## src/rtl/tdm_demux16_if.sv

```systemverilog
// rtl/tdm_demux16_if.sv - serial TDM input, frame output and status bundle for tdm_demux16
// ovf exists only when TDM_DEMUX_OVF_EN is defined.
interface tdm_demux16_if;
  logic        din;
  logic        din_valid;
  logic        frame_start;
  logic [15:0] Y;
  logic        Y_valid;
  logic        Y_ready;
  logic [3:0]  S;
  logic        sync_err;
`ifdef TDM_DEMUX_OVF_EN
  logic        ovf;
`endif

  modport master (
    output din, din_valid, frame_start, Y_ready,
`ifdef TDM_DEMUX_OVF_EN
    input  ovf,
`endif
    input  Y, Y_valid, S, sync_err
  );

  modport slave (
    input  din, din_valid, frame_start, Y_ready,
`ifdef TDM_DEMUX_OVF_EN
    output ovf,
`endif
    output Y, Y_valid, S, sync_err
  );
endinterface

```

## src/rtl/tdm_demux16.sv

```systemverilog
// rtl/tdm_demux16.sv - 16-channel serial TDM demultiplexer with a one-deep frame output register
// Optional sticky overflow flag enabled by defining TDM_DEMUX_OVF_EN.
module tdm_demux16 (
  input  logic         clk,
  input  logic         rst_n,
  tdm_demux16_if.slave bus
);

  logic [15:0] r_part;
  logic [3:0]  r_s;
  logic [15:0] r_y;
  logic        r_y_valid;
  logic        r_sync_err;
`ifdef TDM_DEMUX_OVF_EN
  logic        r_ovf;
`endif

  logic [15:0] w_frame;
  logic        w_complete;
  logic        w_take;

  // Partial frame with the current slot bit merged in; this is the completed frame when S==15.
  always_comb begin
    w_frame        = r_part;
    w_frame[r_s]   = bus.din;
  end

  assign w_complete = bus.din_valid && !bus.frame_start && (r_s == 4'd15);
  assign w_take     = !r_y_valid || bus.Y_ready;

  always_ff @(posedge clk or negedge rst_n) begin
    if (!rst_n) begin
      r_part     <= 16'h0000;
      r_s        <= 4'd0;
      r_y        <= 16'h0000;
      r_y_valid  <= 1'b0;
      r_sync_err <= 1'b0;
`ifdef TDM_DEMUX_OVF_EN
      r_ovf      <= 1'b0;
`endif
    end else begin
      r_sync_err <= 1'b0;
      if (bus.din_valid) begin
        if (bus.frame_start) begin
          r_sync_err <= (r_s != 4'd0);
          r_part     <= {15'd0, bus.din};
          r_s        <= 4'd1;
        end else begin
          r_part     <= w_frame;
          r_s        <= r_s + 4'd1;
        end
      end

      // A completion either replaces an accepted/empty Y or is dropped.
      if (w_complete) begin
        if (w_take) begin
          r_y       <= w_frame;
          r_y_valid <= 1'b1;
        end
`ifdef TDM_DEMUX_OVF_EN
        else begin
          r_ovf     <= 1'b1;
        end
`endif
      end else if (r_y_valid && bus.Y_ready) begin
        r_y_valid <= 1'b0;
      end
    end
  end

  assign bus.Y        = r_y;
  assign bus.Y_valid  = r_y_valid;
  assign bus.S        = r_s;
  assign bus.sync_err = r_sync_err;
`ifdef TDM_DEMUX_OVF_EN
  assign bus.ovf      = r_ovf;
`endif

endmodule

```

## src/flat_wrapper.sv

```systemverilog
// flat-port wrapper written by rule: the top's interface ports become plain ports
module tdm_demux16_flat 
  (clk, rst_n, bus_din, bus_din_valid, bus_frame_start, bus_Y_ready, bus_Y, bus_Y_valid, bus_S, bus_sync_err);
  tdm_demux16_if bus_i ();
  input  logic clk;
  input  logic rst_n;
  input wire logic [$bits(bus_i.din)-1:0] bus_din;
  input wire logic [$bits(bus_i.din_valid)-1:0] bus_din_valid;
  input wire logic [$bits(bus_i.frame_start)-1:0] bus_frame_start;
  input wire logic [$bits(bus_i.Y_ready)-1:0] bus_Y_ready;
  output wire logic [$bits(bus_i.Y)-1:0] bus_Y;
  output wire logic [$bits(bus_i.Y_valid)-1:0] bus_Y_valid;
  output wire logic [$bits(bus_i.S)-1:0] bus_S;
  output wire logic [$bits(bus_i.sync_err)-1:0] bus_sync_err;
  assign bus_i.din = bus_din;
  assign bus_i.din_valid = bus_din_valid;
  assign bus_i.frame_start = bus_frame_start;
  assign bus_i.Y_ready = bus_Y_ready;
  assign bus_Y = bus_i.Y;
  assign bus_Y_valid = bus_i.Y_valid;
  assign bus_S = bus_i.S;
  assign bus_sync_err = bus_i.sync_err;
  tdm_demux16 u_core (.clk(clk), .rst_n(rst_n), .bus(bus_i));
endmodule
```

## config.mk

```make
export PLATFORM = sky130hd
export DESIGN_NAME = tdm_demux16_flat
export DESIGN_NICKNAME = d
export VERILOG_FILES = /design/src/rtl/tdm_demux16_if.sv /design/src/rtl/tdm_demux16.sv /design/src/flat_wrapper.sv
export SDC_FILE = /design/constraint.sdc
export NUM_CORES = 1
export LEC_CHECK = 0
export CORE_AREA = 2 2 81 83
export DETAILED_ROUTE_END_ITERATION = 6
export DIE_AREA = 0 0 83 85
export PLACE_DENSITY = 0.6
export SETUP_SLACK_MARGIN = 0.02
export SYNTH_ARGS = -nofsm -noshare
export SYNTH_HDL_FRONTEND = slang
export SYNTH_SLANG_ARGS = --single-unit
```

## constraint.sdc

```tcl
create_clock -name clk -period 3.2 [get_ports clk]
set_clock_uncertainty 0.2 [all_clocks]
set_input_delay 0.96 -clock clk [delete_from_list [all_inputs] [get_ports clk]]
set_output_delay 0.96 -clock clk [all_outputs]
set_load 0.01 [all_outputs]
```

### After elaboration in Yosys (flattened, before gate mapping)

Index checks and enable logic that the tools add are counted.

| storage, ports and cells | value |
|---|---|
| word-level logic and storage cells | 31 |
| input bits | 6 |
| output and inout bits | 22 |
| register bits after elaboration | 38 |

| operators by class | value |
|---|---|
| reduce and logical (&&, ||, !) cells | 11 |
| equality and inequality tests | 2 |
| muxes and demuxes | 10 |
| $lt $le $gt $ge | 2 |
| $add $sub $neg | 1 |

Operators by type and width:

| kind | number |
|---|---|
| bitwise mux 16 bit | 1 |
| two-way mux 16 bit | 1 |
| two-way mux 1 bit | 6 |
| < comparator 4 x 5 -> 1 bit, second input constant | 1 |
| adder 4 x 1 -> 4 bit, second input constant | 1 |
| demux 1 bit (select 4 bit) | 1 |
| == test 4 bit, second input constant | 1 |
| greater-or-equal comparator 4 x 1 -> 1 bit, second input constant | 1 |
| logical AND 1 bit | 4 |
| two-way mux 4 bit | 1 |
| AND reduction 2 bit | 2 |
| nonzero test 4 bit | 1 |
| logical NOT 1 bit | 2 |
| != test 2 bit, second input constant | 1 |
| nonzero test 2 bit | 1 |
| logical OR 1 bit | 1 |

### Depth between registers and ports, before layout

| logic depth | value |
|---|---|
| word-level depth | 6 |
| gate-level depth with buffers | 5 |
| mapped depth without buffers | 5 |

### Least setup slack after synthesis

OpenSTA, ideal clock, no wires.

| path | value |
|---|---|
| path kind | input port to flip-flop |
| start point | input bus_frame_start |
| end point | register u_core.r_y[0], in the netlist u_core.bus.Y[0] |
| cell stages on the path | 3 |
| data required time | 2.875 ns |
| arrival time | 1.833 ns |
| slack | 1.042 ns |
| buffers on the path | 0 |
| cells stage by stage | nand2b_2 > nor3_4 > mux2_2 |

| between the ends | value |
|---|---|
| word-level cells in the longest chain between the ends | 4 |

RTL lines:

| element | RTL line | source |
|---|---|---|
| from (decl) | flat_wrapper.sv:9 | `input wire logic [$bits(bus_i.frame_start)-1:0] bus_frame_start;` |
| logical NOT 1 bit | tdm_demux16.sv:28 | `assign w_complete = bus.din_valid && !bus.frame_start && (r_s == 4'd15);` |
| logical AND 1 bit (2 in series) | tdm_demux16.sv:28 |  |
| AND reduction 2 bit (no line) | - |  |
| to (signal assigned) | tdm_demux16.sv:57 | `r_y <= w_frame;` |
| to (decl) | tdm_demux16.sv:11 | `logic [15:0] r_y;` |

No other way between the ends.
A chain may end at the register's enable or synchronous reset.

### Worst setup path after layout

| path | value |
|---|---|
| start point | register u_core.r_s[0], in the netlist u_core.bus.S[0] |
| end point | output bus_S[0] |

RTL lines:

| element | RTL line | source |
|---|---|---|
| from (decl) | tdm_demux16.sv:10 | `logic [3:0] r_s;` |
| from (signal assigned) | tdm_demux16.sv:50 | `r_s <= r_s + 4'd1;` |
| to (decl) | flat_wrapper.sv:13 | `output wire logic [$bits(bus_i.S)-1:0] bus_S;` |

No word-level cell between the ends.

==> results.md <==
Global route:
- The overall overflow remaining after global route is 0.
- The via count of the first global-routing pass is 1224.
- The overall global routing resource usage is 10.8%.
- The first global-routing pass estimated a little over 6000 um of wire.
- The maximum number of pins on one net before global-route repair is 39.
- The initial antenna violation count is 0.

Floorplanning:
- The number of ports placed on the die boundary is 28.
- The initial cell density of the core is 29.4%.
- The die height is 85 um.
- The die is approximately 83 um wide.
- The floorplan die area is 7060 um2.
- The floorplan step defined a core boundary enclosing 6200 um2.
- Row generation in the floorplan step produced 29 rows.

Synth:
- The netlist area before placement is 1820 um2.
- The synthesized netlist cell count is 149.
- The per-instance average area after synthesis is approximately 12 um2.
- The sequential fraction of the synthesis area is 52.2%.
- The count of yosys warnings during synthesis is 0.
- The number of distinct library cell variants in the gate-level netlist after synthesis is 24.
- Synthesis produced a netlist with a net count of between 150 and 200.
- The number of flip-flops and latches in the synthesized netlist is 38.

Pwr:
- The maximum vdd drop is 0.225 mV.
- Power spread over the standard cell area amounts to 447 nW/um2.
- The leakage power is 0.00104 uW.

Detailed routing:
- The initial DRC count is 43.
- The detailed route wirelength on metal2 is 1580 um.
- The final antenna-violating net count is 0.
- The average wire length per cell after detail routing is 13.8 um.
- After detailed routing, the wire length on met1 is ~1800 um.
- The detailed router placed 1208 vias in this run.
- The iteration count of the initial detailed-routing pass is 4.
- After detailed routing, the number of remaining DRC violations is 0.
- The via density per instance is 4.66.
- The top routing layer in use is met4.
- The routed design has 3580 um of wire.
- The met3 wire length is 149 um.

Clocking:
- TritonCTS built the clock tree.
- TritonCTS created 5 clock buffers.
- The tree is rooted in a clkbuf_8.
- For this design, the sink count on the clock tree is 38.
- The number of buffers on the longest clock path is 2.
- The post-cts resize count is 0.
- Clock-pin slew was measured on the worst setup and hold paths at 0.07 ns.
- In this run, post-CTS hold repair placed 0 buffers.
- The later pin in the worst-skew pair is clocked with a latency of 0.28 ns.
- In this run the post-CTS setup repair buffer count came out at 0.
- The H-tree depth is 2.

STA:
- The hold violation count in the final report was 0.
- The number of pins with negative max-slew slack in the final report came to 0.
- For this run, the top clock speed supported by timing is 389 MHz.
- The relative slew slack is about 43%.
- The sum of negative setup slack is 0 ns.
- The clock period minus final worst setup slack is 2.57 ns.
- The worst slack on hold paths is 0.294 ns.
- Setup repair after global routing left no endpoint under its margin.
- Setup violations remaining at the end of the flow were counted as 0.
- The fraction of the cycle the final worst path needs is approximately four fifths.
- At the pin with the least slew margin, the transition time is 0.852 ns.

Setup path:
- The reg-to-reg endpoint is u_core.bus.Y[0]$_DFFE_PN0P_.
- STA classifies the critical path startpoint as a flip-flop.
- In this run the register-to-register setup slack is 1.05 ns.
- The startpoint of the worst register-to-register path is u_core.bus.S[0]$_DFFE_PN0P_.
- The number of buffer and inverter instances along the worst setup path is 1.
- The highest net fanout along the worst path is 9.
- Data on the critical path arrives at its endpoint at approximately 1.4 ns.
- The signal on the critical path passes through clkdlybuf4s50_1.
- STA classifies the critical path endpoint as an output port.
- The kind of cell adding the most delay to the critical path is buffers and inverters.
- The number of cells on the worst reg-to-reg path is 5.
- The slowest cell on the critical path is clkdlybuf4s50_1.
- The kind of critical path is reg -> out.
- The delay contributed by the slowest stage of the critical path is between 0.6 and 0.7 ns.
- At the worst endpoint, the required time is 2.04 ns.

Placement:
- Buffers placed on the I/O ports in this run total 27.
- The placed instances occupy a cell area of 2180 um2.
- The HPWL reported at the end of detailed placement is 2480 um.
- The congestion estimate from routability-driven global placement came to between 0.7 and 0.8.
- Once placement completed, the tool counted placed cells totaling between 200 and 300.

Cells and area:
- Leaving out filler cells and counting taps, the final layout contains between 200 and 300.
- From synthesis to final layout, the design area changed by 24.9%.
- For this run, the post-layout net count is around 190.
- The repair_antennas step left the layout with diodes totalling 0.
- In the layout the commonest cells are 38 x dfrtp_1, 26 x clkdlybuf4s50_1, 20 x mux2i_1.
- The library cell used most frequently in the layout, excluding fill and tap cells, is dfrtp_1.
- The post-route cell area is 2270 um2.
- The fraction of final layout cells with drive strength greater than 1 is between 15 and 20%.

Worst hold path:
- The destination of the worst hold path is u_core.r_part[9]$_DFFE_PN0P_.
- The class of the tightest hold or removal check is reg -> reg.
- Counting instances, the worst hold path has a depth of 1.
- The worst hold path begins at u_core.r_part[9]$_DFFE_PN0P_.

Run status:
- The run finished with clean final reports.

Run:
- Max-cap violations in this run came to 0.
==> where the power goes <==
group | internal, uW | switching [uW]
logic | 75.8 | 84.1
registers | 503 | 17.9
clock network | 174 | 162
total | 753 | 264
==> worst reg2reg max path: stages (launching register included) <==
cell and delay (ns):
dfrtp_1 0.48, inv_1 0.13, ha_1 0.24, nor3b_1 0.35
mux2_2 0.38, mux2_2 0.27
==> worst max-delay path by stage <==
stage,start,to,cells past startpoint
after floorplan,bus_frame_start,u_core.bus.Y[0]$_DFFE_PN0P_,3
after global placement,bus_frame_start,u_core.bus.Y[11]$_DFFE_PN0P_,5
after detailed placement,bus_frame_start,u_core.bus.Y[15]$_DFFE_PN0P_,5
after CTS,u_core.bus.S[0]$_DFFE_PN0P_,bus_S[0],1
after global routing,bus_frame_start,u_core.bus.Y[11]$_DFFE_PN0P_,5
final,u_core.bus.S[0]$_DFFE_PN0P_,bus_S[0],1
==> flip-flops by register name, indices dropped and copies added, names as in the netlist <==
signal	cells
u_core.r_part	16
u_core.bus.Y_valid	1
u_core.bus.sync_err	1
u_core.bus.Y	16
u_core.bus.S	4
==> kinds of logic (layout without fill, tap and decap cells) <==
group	after synthesis	after routing	share of synthesized area, %
flip-flops	38	38	52.2
adder cells (fa/ha/maj)	5	5	3.43
AO/OA/AOI/OAI	24	24	9.89
AND/OR/NAND/NOR	27	27	9.89
buffers and inverters	22	55	5.56
multiplexers	33	33	19.0
==> metrics by stage <==
step,worst slack (ns),power (uW),utilization (%)
after floorplan,1.04,618,-
after global placement,0.370,691,35.2
after detailed placement,0.331,692,35.2
after CTS,0.610,1030,36.7
after global routing,0.533,1070,36.7
final,0.631,1020,36.7
==> metal layers <==
metal,up-vias,global-route usage [%]
met5,-,0
met4,0,3.58
met3,5,3.21
met2,30,16.3
met1,587,15.1
li1,586,-
==> cells in the mapped netlist <==
cell type,number,share of area [%]
a21oi_1,1,0.27
a22o_1,5,2.4
a31oi_1,1,0.34
buf_2,3,0.82
buf_4,1,0.41
buf_8,1,0.82
clkbuf_1,4,0.82
dfrtp_1,38,52
ha_1,5,3.4
inv_1,13,2.7
mux2_2,13,8.0
mux2i_1,20,11
nand2_1,3,0.62
nand2b_2,1,0.48
nand3_1,4,1.1
nand3b_1,9,3.7
nand4_1,1,0.34
nor2_1,2,0.41
nor2b_1,2,0.69
nor3_4,1,0.89
nor3b_1,4,1.6
o21ai_0,6,1.6
o21bai_1,1,0.41
o2bb2ai_1,10,4.8
==> final cells by class <==
class,instances,area [um2]
Clock inverter,1,5.00
Clock buffer,7,86.3
Tap cell,77,96.3
Inverter,13,48.8
Sequential cell,38,951
Fill cell,625,3930
Timing Repair Buffer,34,318
Multi-Input combinational cell,89,769
(Power assumes the default switching activity.)
==> RTL edit, RTL diff (config.mk and constraints unchanged) <==
Reset style: synchronous (`rst_n`), changed in one clocked block.
--- a/src/rtl/tdm_demux16.sv
+++ b/src/rtl/tdm_demux16.sv
@@ -30,3 +30,3 @@
 
-  always_ff @(posedge clk or negedge rst_n) begin
+  always_ff @(posedge clk) begin
     if (!rst_n) begin
Behaviour: differs if rst_n is asserted again (counterexample within 4 cycles, from zero or initial values and one cycle with rst_n low); with rst_n held inactive, the same outputs for 10 cycles.
==> RTL edit against the original RTL <==
Setup slack lost 94 ps. Hold slack got worse by 44 ps. Synthesized area fell by 11%. Routed wire length decreased by 3.7%. Non-clock buffer count fell by 3. Design area fell by 9.8%. Sequential cell count decreased by 1. Critical path type unchanged. Largest cell class is now multi-input gates.
Power is not compared: it rests on default switching activity, and its combinational part moved more than twofold at a synthesized area within 25%.
==> RTL edit: results (changes against the original RTL) <==
critPathMaxFanout: 11  # +2
whs_ps: 250  # -44.3 ps
synth_area_leaders: "dfxtp_1 (46%), mux2i_1 (9.9%), o21ai_1 (8.0%)"
synth_fp_nets: 192  # +20%
grt_max_degree: 18  # -54%
gp_congestion: 0.786  # about the same
hp-start: "u_core.r_part[11]$_SDFFE_PN0P_"
ys_types: 31  # +29%
nNetsFinal: 217  # +13%
r2r_setup_slack_ps: 1300  # +250 ps
holdPathStages: 2  # +1
rr_worst_depth: 6  # +1
n_fill_cell: 652  # +4.3%
dr_wl_met3_um: 143  # -4.0%
wl_met2_um: 1490  # -6.0%
cts_buffers: 5  # unchanged
holdPathEnd: "u_core.r_part[11]$_SDFFE_PN0P_"
drtIter0Drc: 102  # +140%
antenna_found_initial: 0  # unchanged
status: "complete, no violations"
synthArstFlopShare_pct: 0  # -100 points
grt_use_met1_pct: 14.4  # -0.63 points
met1_length_um: 1790  # -1.1%
post_drt_via_cell_ratio: 4.41  # -5.4%
cp.arrival_ps: 1500  # +90 ps
synth_common_cells: "dfxtp_1 (37), nand2_1 (30), o21ai_1 (26)"
grt_pass1_wl_um: 6070  # -0.56%
grtUsageMet2_pct: 16.1  # -0.15 points
seqCellArea_um2: 741  # -22%
synth_ff_type: "dfxtp_1"
layout-drive-gt1-share_pct: 8.25  # -8.2 points
reg2reg_from: "u_core.bus.S[0]$_SDFFE_PN0P_"
hpwl_um: 2380  # -4.1%
synth_adder_area_share_pct: 4.64  # +1.2 points
grt_use_met3_pct: 4.57  # +1.4 points
r2r-end: "u_core.bus.Y[10]$_SDFFE_PN0P_"
grt.total_usage_pct: 10.9  # +0.019 points
synth_compound_area_share_pct: 16.9  # +7.0 points
-- RTL edit: changes by cell type after synthesis, sizes merged, moves of 5 or more --
cell     change
o21ai       +25
mux2        -13
dfxtp       +37
a21oi       +14
a22o         -5
nand2       +28
o2bb2ai     -10
inv         -10
dfrtp       -38
nand3b       -7
-- RTL edit: through the flow --
stage                     setup WS [ps]  cells
final                               537    283
after global routing                444    283
after CTS                           528    283
after detailed placement            371    275
after global placement              407    275
after floorplan                    1220    180
-- RTL edit: power groups by stage --
stage               registers, mW  clock network, mW  logic (mW)
finish                      0.467              0.407      0.0514
global route                0.468              0.442      0.0573
CTS                         0.468              0.418      0.0523
detailed placement          0.478                  0      0.0521
global placement            0.478                  0      0.0524
floorplan                   0.478                  0      0.0314
-- RTL edit: layout make-up --
class                   instances  area share, %
clock buffers                   5           3.36
clock inverters                 3           2.26
inverters                       3          0.549
multi-input cells             127           38.4
flip-flops and latches         37           36.1
well taps                      77           4.70
repair buffers                 31           14.6
